`config.mk`:
```
export PLATFORM = sky130hd
export DESIGN_NAME = ttl_74356
export DESIGN_NICKNAME = d
export VERILOG_FILES = /design/src/rtl/ttl_74356.sv
export SDC_FILE = /design/constraint.sdc
export NUM_CORES = 1
export LEC_CHECK = 0
export ABC_AREA = 1
export BUFFER_PORTS_ARGS = -buffer_cell sky130_fd_sc_hd__buf_2
export CORE_ASPECT_RATIO = 1.2
export CORE_MARGIN = 3
export CORE_UTILIZATION = 30
export CTS_BUF_LIST = sky130_fd_sc_hd__clkbuf_16
export CTS_CLUSTER_SIZE = 24
export DETAILED_ROUTE_END_ITERATION = 10
export MAX_ROUTING_LAYER = met4
export PLACE_DENSITY = 0.55
export REMOVE_ABC_BUFFERS = 1
export SYNTH_ARGS = -nofsm -noshare
export SYNTH_HDL_FRONTEND = slang
export SYNTH_SLANG_ARGS = --single-unit
```
`constraint.sdc`:
```
create_clock -name Clk -period 2.3 [get_ports Clk]
set_clock_uncertainty 0.15 [all_clocks]
set_input_delay 0.115 -clock Clk [delete_from_list [all_inputs] [get_ports Clk]]
set_output_delay 0.115 -clock Clk [all_outputs]
set_load 0.02 [all_outputs]
```
`src/rtl/ttl_74356.sv`:
```
// Registered, parametrised data selector with channel scanning (clocked 8-input mux successor).
// Optional macro TTL_74356_TRISTATE_EN adds Output_enable_bar, which floats Y, Y_bar and Last.
module ttl_74356 #(
    parameter int WIDTH_IN     = 8,
    parameter int WIDTH_SELECT = $clog2(WIDTH_IN),
    parameter int DELAY_RISE   = 0,
    parameter int DELAY_FALL   = 0
) (
    input  logic                    Clk,
    input  logic                    Clear_bar,
    input  logic                    Enable_bar,
    input  logic                    Load_data_bar,
    input  logic                    Load_select_bar,
    input  logic                    Scan,
`ifdef TTL_74356_TRISTATE_EN
    input  logic                    Output_enable_bar,
`endif
    input  logic [WIDTH_SELECT-1:0] Select,
    input  logic [WIDTH_IN-1:0]     D,
    output logic                    Y,
    output logic                    Y_bar,
    output logic                    Last,
    output logic [WIDTH_SELECT-1:0] Channel
);

    localparam logic [WIDTH_SELECT-1:0] LAST_IDX  = WIDTH_SELECT'(WIDTH_IN - 1);
    localparam logic [WIDTH_SELECT:0]   SEL_LIMIT = (WIDTH_SELECT + 1)'(WIDTH_IN);
    localparam logic [WIDTH_SELECT-1:0] SEL_ONE   = WIDTH_SELECT'(1);

    // The delay parameters exist for pin compatibility with the timed library
    // models; the synthesised part carries no modelled delay.
    generate
        if (WIDTH_IN < 2) begin : g_bad_width
            $error("ttl_74356: WIDTH_IN must be at least 2");
        end
        if (DELAY_RISE < 0 || DELAY_FALL < 0) begin : g_bad_delay
            $error("ttl_74356: delays must be non-negative");
        end
    endgenerate

    logic [WIDTH_IN-1:0]     dr_reg;
    logic [WIDTH_IN-1:0]     dr_next;
    logic [WIDTH_SELECT-1:0] sr_reg;
    logic [WIDTH_SELECT-1:0] sr_next;
    logic                    select_ok;
    logic                    sr_at_last;
    logic [WIDTH_IN-1:0]     sel_hit;
    logic                    data_bit;
    logic                    computed;
    logic                    last_int;

    // Out-of-range indices (possible when WIDTH_IN is not a power of two) load as channel 0.
    assign select_ok  = ({1'b0, Select} < SEL_LIMIT);
    assign sr_at_last = (sr_reg == LAST_IDX);

    always_comb begin
        dr_next = dr_reg;
        if (!Load_data_bar) begin
            dr_next = D;
        end
    end

    always_comb begin
        sr_next = sr_reg;
        if (!Load_select_bar) begin
            sr_next = select_ok ? Select : '0;
        end else if (Scan && !Enable_bar) begin
            sr_next = sr_at_last ? '0 : (sr_reg + SEL_ONE);
        end
    end

    always_ff @(posedge Clk or negedge Clear_bar) begin
        if (!Clear_bar) begin
            dr_reg <= '0;
            sr_reg <= '0;
        end else begin
            dr_reg <= dr_next;
            sr_reg <= sr_next;
        end
    end

    // One-hot decode of the select register keeps the mux valid for non power-of-two widths.
    genvar gi;
    generate
        for (gi = 0; gi < WIDTH_IN; gi++) begin : g_hit
            assign sel_hit[gi] = (sr_reg == WIDTH_SELECT'(gi));
        end
    endgenerate

    assign data_bit = |(dr_reg & sel_hit);
    assign computed = ~Enable_bar & data_bit;
    assign last_int = ~Enable_bar & sr_at_last;
    assign Channel  = sr_reg;

`ifdef TTL_74356_TRISTATE_EN
    assign Y     = Output_enable_bar ? 1'bz : computed;
    assign Y_bar = Output_enable_bar ? 1'bz : ~computed;
    assign Last  = Output_enable_bar ? 1'bz : last_int;
`else
    assign Y     = computed;
    assign Y_bar = ~computed;
    assign Last  = last_int;
`endif

endmodule

```
==> impl_metrics.env <==
export IMPL_pwr_share_clk_pct=42.1
export IMPL_gp_congestion=0.766
export IMPL_worst_pin_slew_ns=0.259
export IMPL_crit_required_ns=2.04
export IMPL_ys_types=18
export IMPL_slew_violations=0
export IMPL_largest_reg_flops=8
export IMPL_postSynthAreaPerCell_um2=9.53
export IMPL_cts_max_level=1
export IMPL_critical_path_startpoint="Channel[0]"
export IMPL_overflow=0
export IMPL_wire_per_inst_um=9.74
export IMPL_dieArea_um2=2830
export IMPL_cpPeakStageDelay_ns=0.42
export IMPL_vias=566
export IMPL_p_per_area_nw_per_um2=736
export IMPL_clock_sinks=11
export IMPL_rr_startpoint="Channel[0]"
export IMPL_synthCells=70
export IMPL_track_usage_pct=11.3
export IMPL_drive_gt1_share_pct=38.7
export IMPL_hold_violations=0
export IMPL_wl_mm=1.32
export IMPL_synth_cell_area_um2=667
export IMPL_startpoint_type="flip-flop"
export IMPL_antenna_found_initial=0
export IMPL_area_growth_pct=48.8
export IMPL_power_leakage_nw=0.523
export IMPL_die_h_um=57.7
export IMPL_io_pins=23
export IMPL_crit_type="reg2out"
export IMPL_synth_top_area_share_pct=41.3
export IMPL_rsz0062_at_grt="false"
export IMPL_rr_endpoint="Channel[2]"
export IMPL_setup_violations=0
export IMPL_r2r_slack_ns=0.90
export IMPL_cts_path_max_buffers=2
export IMPL_outcome="complete, no violations"
export IMPL_path_delay_family="adder cells"
export IMPL_cts_buffers=3
export IMPL_synth_seq_area_share_pct=41.3
export IMPL_coreArea_um2=2090
export IMPL_drc=0
export IMPL_yosysTopAreaCell="dfrtp_1"
export IMPL_cts_setup_buffers=0
export IMPL_drt_iter0_drc=4
export IMPL_period_needed_ns=1.83
export IMPL_hold_depth=3
export IMPL_crit_chain="ha_1 -> ha_1 -> nand2_1 -> nand2_2 -> clkinv_1 -> nand2_2 -> nor2_1 -> nor2_1 -> buf_2"
export IMPL_timing_fmax_mhz=546
export IMPL_ff2ff_path_depth=5
export IMPL_cts_clk_slew_worst_paths_ns=0.04
export IMPL_crit_cells=9
export IMPL_switching_share_pct=27.3
export IMPL_hpwl_mm=1.01
export IMPL_final_period_utilization_pct=79.7
export IMPL_setup_tns_ns=0
export IMPL_crit_arrival_ns=1.57
export IMPL_layout_nets=130
export IMPL_cts_root_buf="clkbuf_16"
export IMPL_comb_power_share_pct=25.2
export IMPL_grt_max_degree=12
export IMPL_placement_io_buffers=22
export IMPL_drtPass1Iterations=3
export IMPL_cap_violations=0
export IMPL_cts_tree="yes"
export IMPL_cp_max_fo=5
export IMPL_fp_dieW_um=49.0
export IMPL_yosysWarnings=0
export IMPL_endpoint_kind="output pin"
export IMPL_synth_area_top_cells="dfrtp_1, mux2_4, ha_1"
export IMPL_p_int_mw=0.531
export IMPL_drtAntennaViolNets=0
export IMPL_num_antenna_cells=0
export IMPL_crit_end="Y"
export IMPL_synth_seq_cells=11
export IMPL_cts_resized=0
export IMPL_vias_per_cell=4.16
export IMPL_insertion_delay_ns=0.24
export IMPL_power_total_mw=0.731
export IMPL_pwr_share_seq_pct=32.7
export IMPL_grt_pass1_vias=545
export IMPL_cp_num_buf_inv=2
export IMPL_rows=18
export IMPL_num_fill_cells=222
export IMPL_start_util_pct=31.8
export IMPL_grt_pass1_wl_mm=2.28
export IMPL_maxSlewHeadroom_pct=82.7
export IMPL_p_switching_mw=0.199
export IMPL_slowest_stage="dfrtp_1"
export IMPL_ir_worst_vdd_v=0.000310
export IMPL_hp_class="in2reg"
## worst min-delay path, cell delays in order
cell and delay [ns]:
buf_2 0.09, nand2_1 0.06, a31oi_1 0.08
## worst min-delay path by stage
stage / start / end / slack (ns)
finish: Select[1] / Channel[1] / 0.005
floorplan: Clear_bar / Channel[0] / -0.33
global route: Select[1] / Channel[1] / 0.02
global placement: Clear_bar / Channel[1] / -0.15
detailed placement: Clear_bar / Channel[1] / -0.16
CTS: Select[1] / Channel[1] / 0.003
## area by class of cell
cell class                      instances  area [µm²]  share of cell area (%)
Tap cell                               30        37.5                    3.78
Multi-Input combinational cell         49         342                    34.4
Sequential cell                        11         275                    27.7
Clock buffer                            3        75.1                    7.57
Clock inverter                          1        3.75                   0.378
Timing Repair Buffer                   33         220                    22.2
Inverter                                9        38.8                    3.91
## power groups by stage
stage               registers [mW]  clock network (mW)  logic, mW
detailed placement           0.242                   0      0.172
floorplan                    0.249                   0      0.106
finish                       0.239               0.308      0.184
global route                 0.243               0.329      0.211
CTS                          0.240               0.314      0.188
global placement             0.241                   0      0.171
## layout by cell type, fill, tap and decap left out
master and count:
a21oi_1 2, a31oi_1 1, buf_2 22, clkbuf_16 3, clkinv_1 1, clkinv_4 1
dfrtp_1 11, dlygate4sd3_1 11, ha_1 6, inv_1 6, inv_2 2, mux2_4 6
nand2_1 15, nand2_2 6, nand3_1 2, nand3_2 1, nand4_1 1, nor2_1 6
o211ai_1 1, o21ai_1 2
## logic make-up (layout without fill, tap and decap cells)
logic type,count (synthesis),count (layout),share of synthesized area [%]
and+or+nand+nor,31,31,21.4
adders and majority gates,6,6,11.3
AOI/OAI and AO/OA,6,6,5.07
DFF,11,11,41.3
buffers and inverters,10,46,7.50
muxes,6,6,13.5
## per-layer routing
metal / up-vias / part of all wire [%] / GRT usage [%]
met4: 0 / 2.1 / 9.76
met1: 251 / 44 / 12.1
met2: 17 / 48 / 17.9
met5: - / 0 / -
met3: 3 / 6.0 / 2.31
li1: 295 / - / -
## cell usage after synthesis
cell type / count
inv_2: 2
a31oi_1: 1
nand3_1: 2
o211ai_1: 1
buf_6: 1
inv_1: 5
nand2_2: 6
o21ai_1: 2
mux2_4: 6
clkinv_4: 1
nand4_1: 1
clkinv_1: 1
nand2_1: 15
nand3_2: 1
dfrtp_1: 11
nor2_1: 6
ha_1: 6
a21oi_1: 2
## timing repair
item / CTS / global route
hold buffers: 11 / 0
setup endpoints to repair: 0 / 0
endpoints found under the hold margin: 21 / 0
## metrics by stage
step / std cells / hold slack [ns] / util, % / cell area, µm² / worst slack, ns
6_report: 136 / 0.00469 / 47.4 / 992 / 0.467
5_1_grt: 136 / 0.0171 / 47.4 / 992 / 0.318
2_1_floorplan: 69 / -0.331 / - / 656 / 0.605
3_3_place_gp: 121 / -0.153 / 38.4 / 803 / 0.757
4_1_cts: 136 / 0.00306 / 47.4 / 992 / 0.461
3_5_place_dp: 121 / -0.156 / 38.4 / 803 / 0.712
Note: power is estimated with default switching activity, not from simulation.
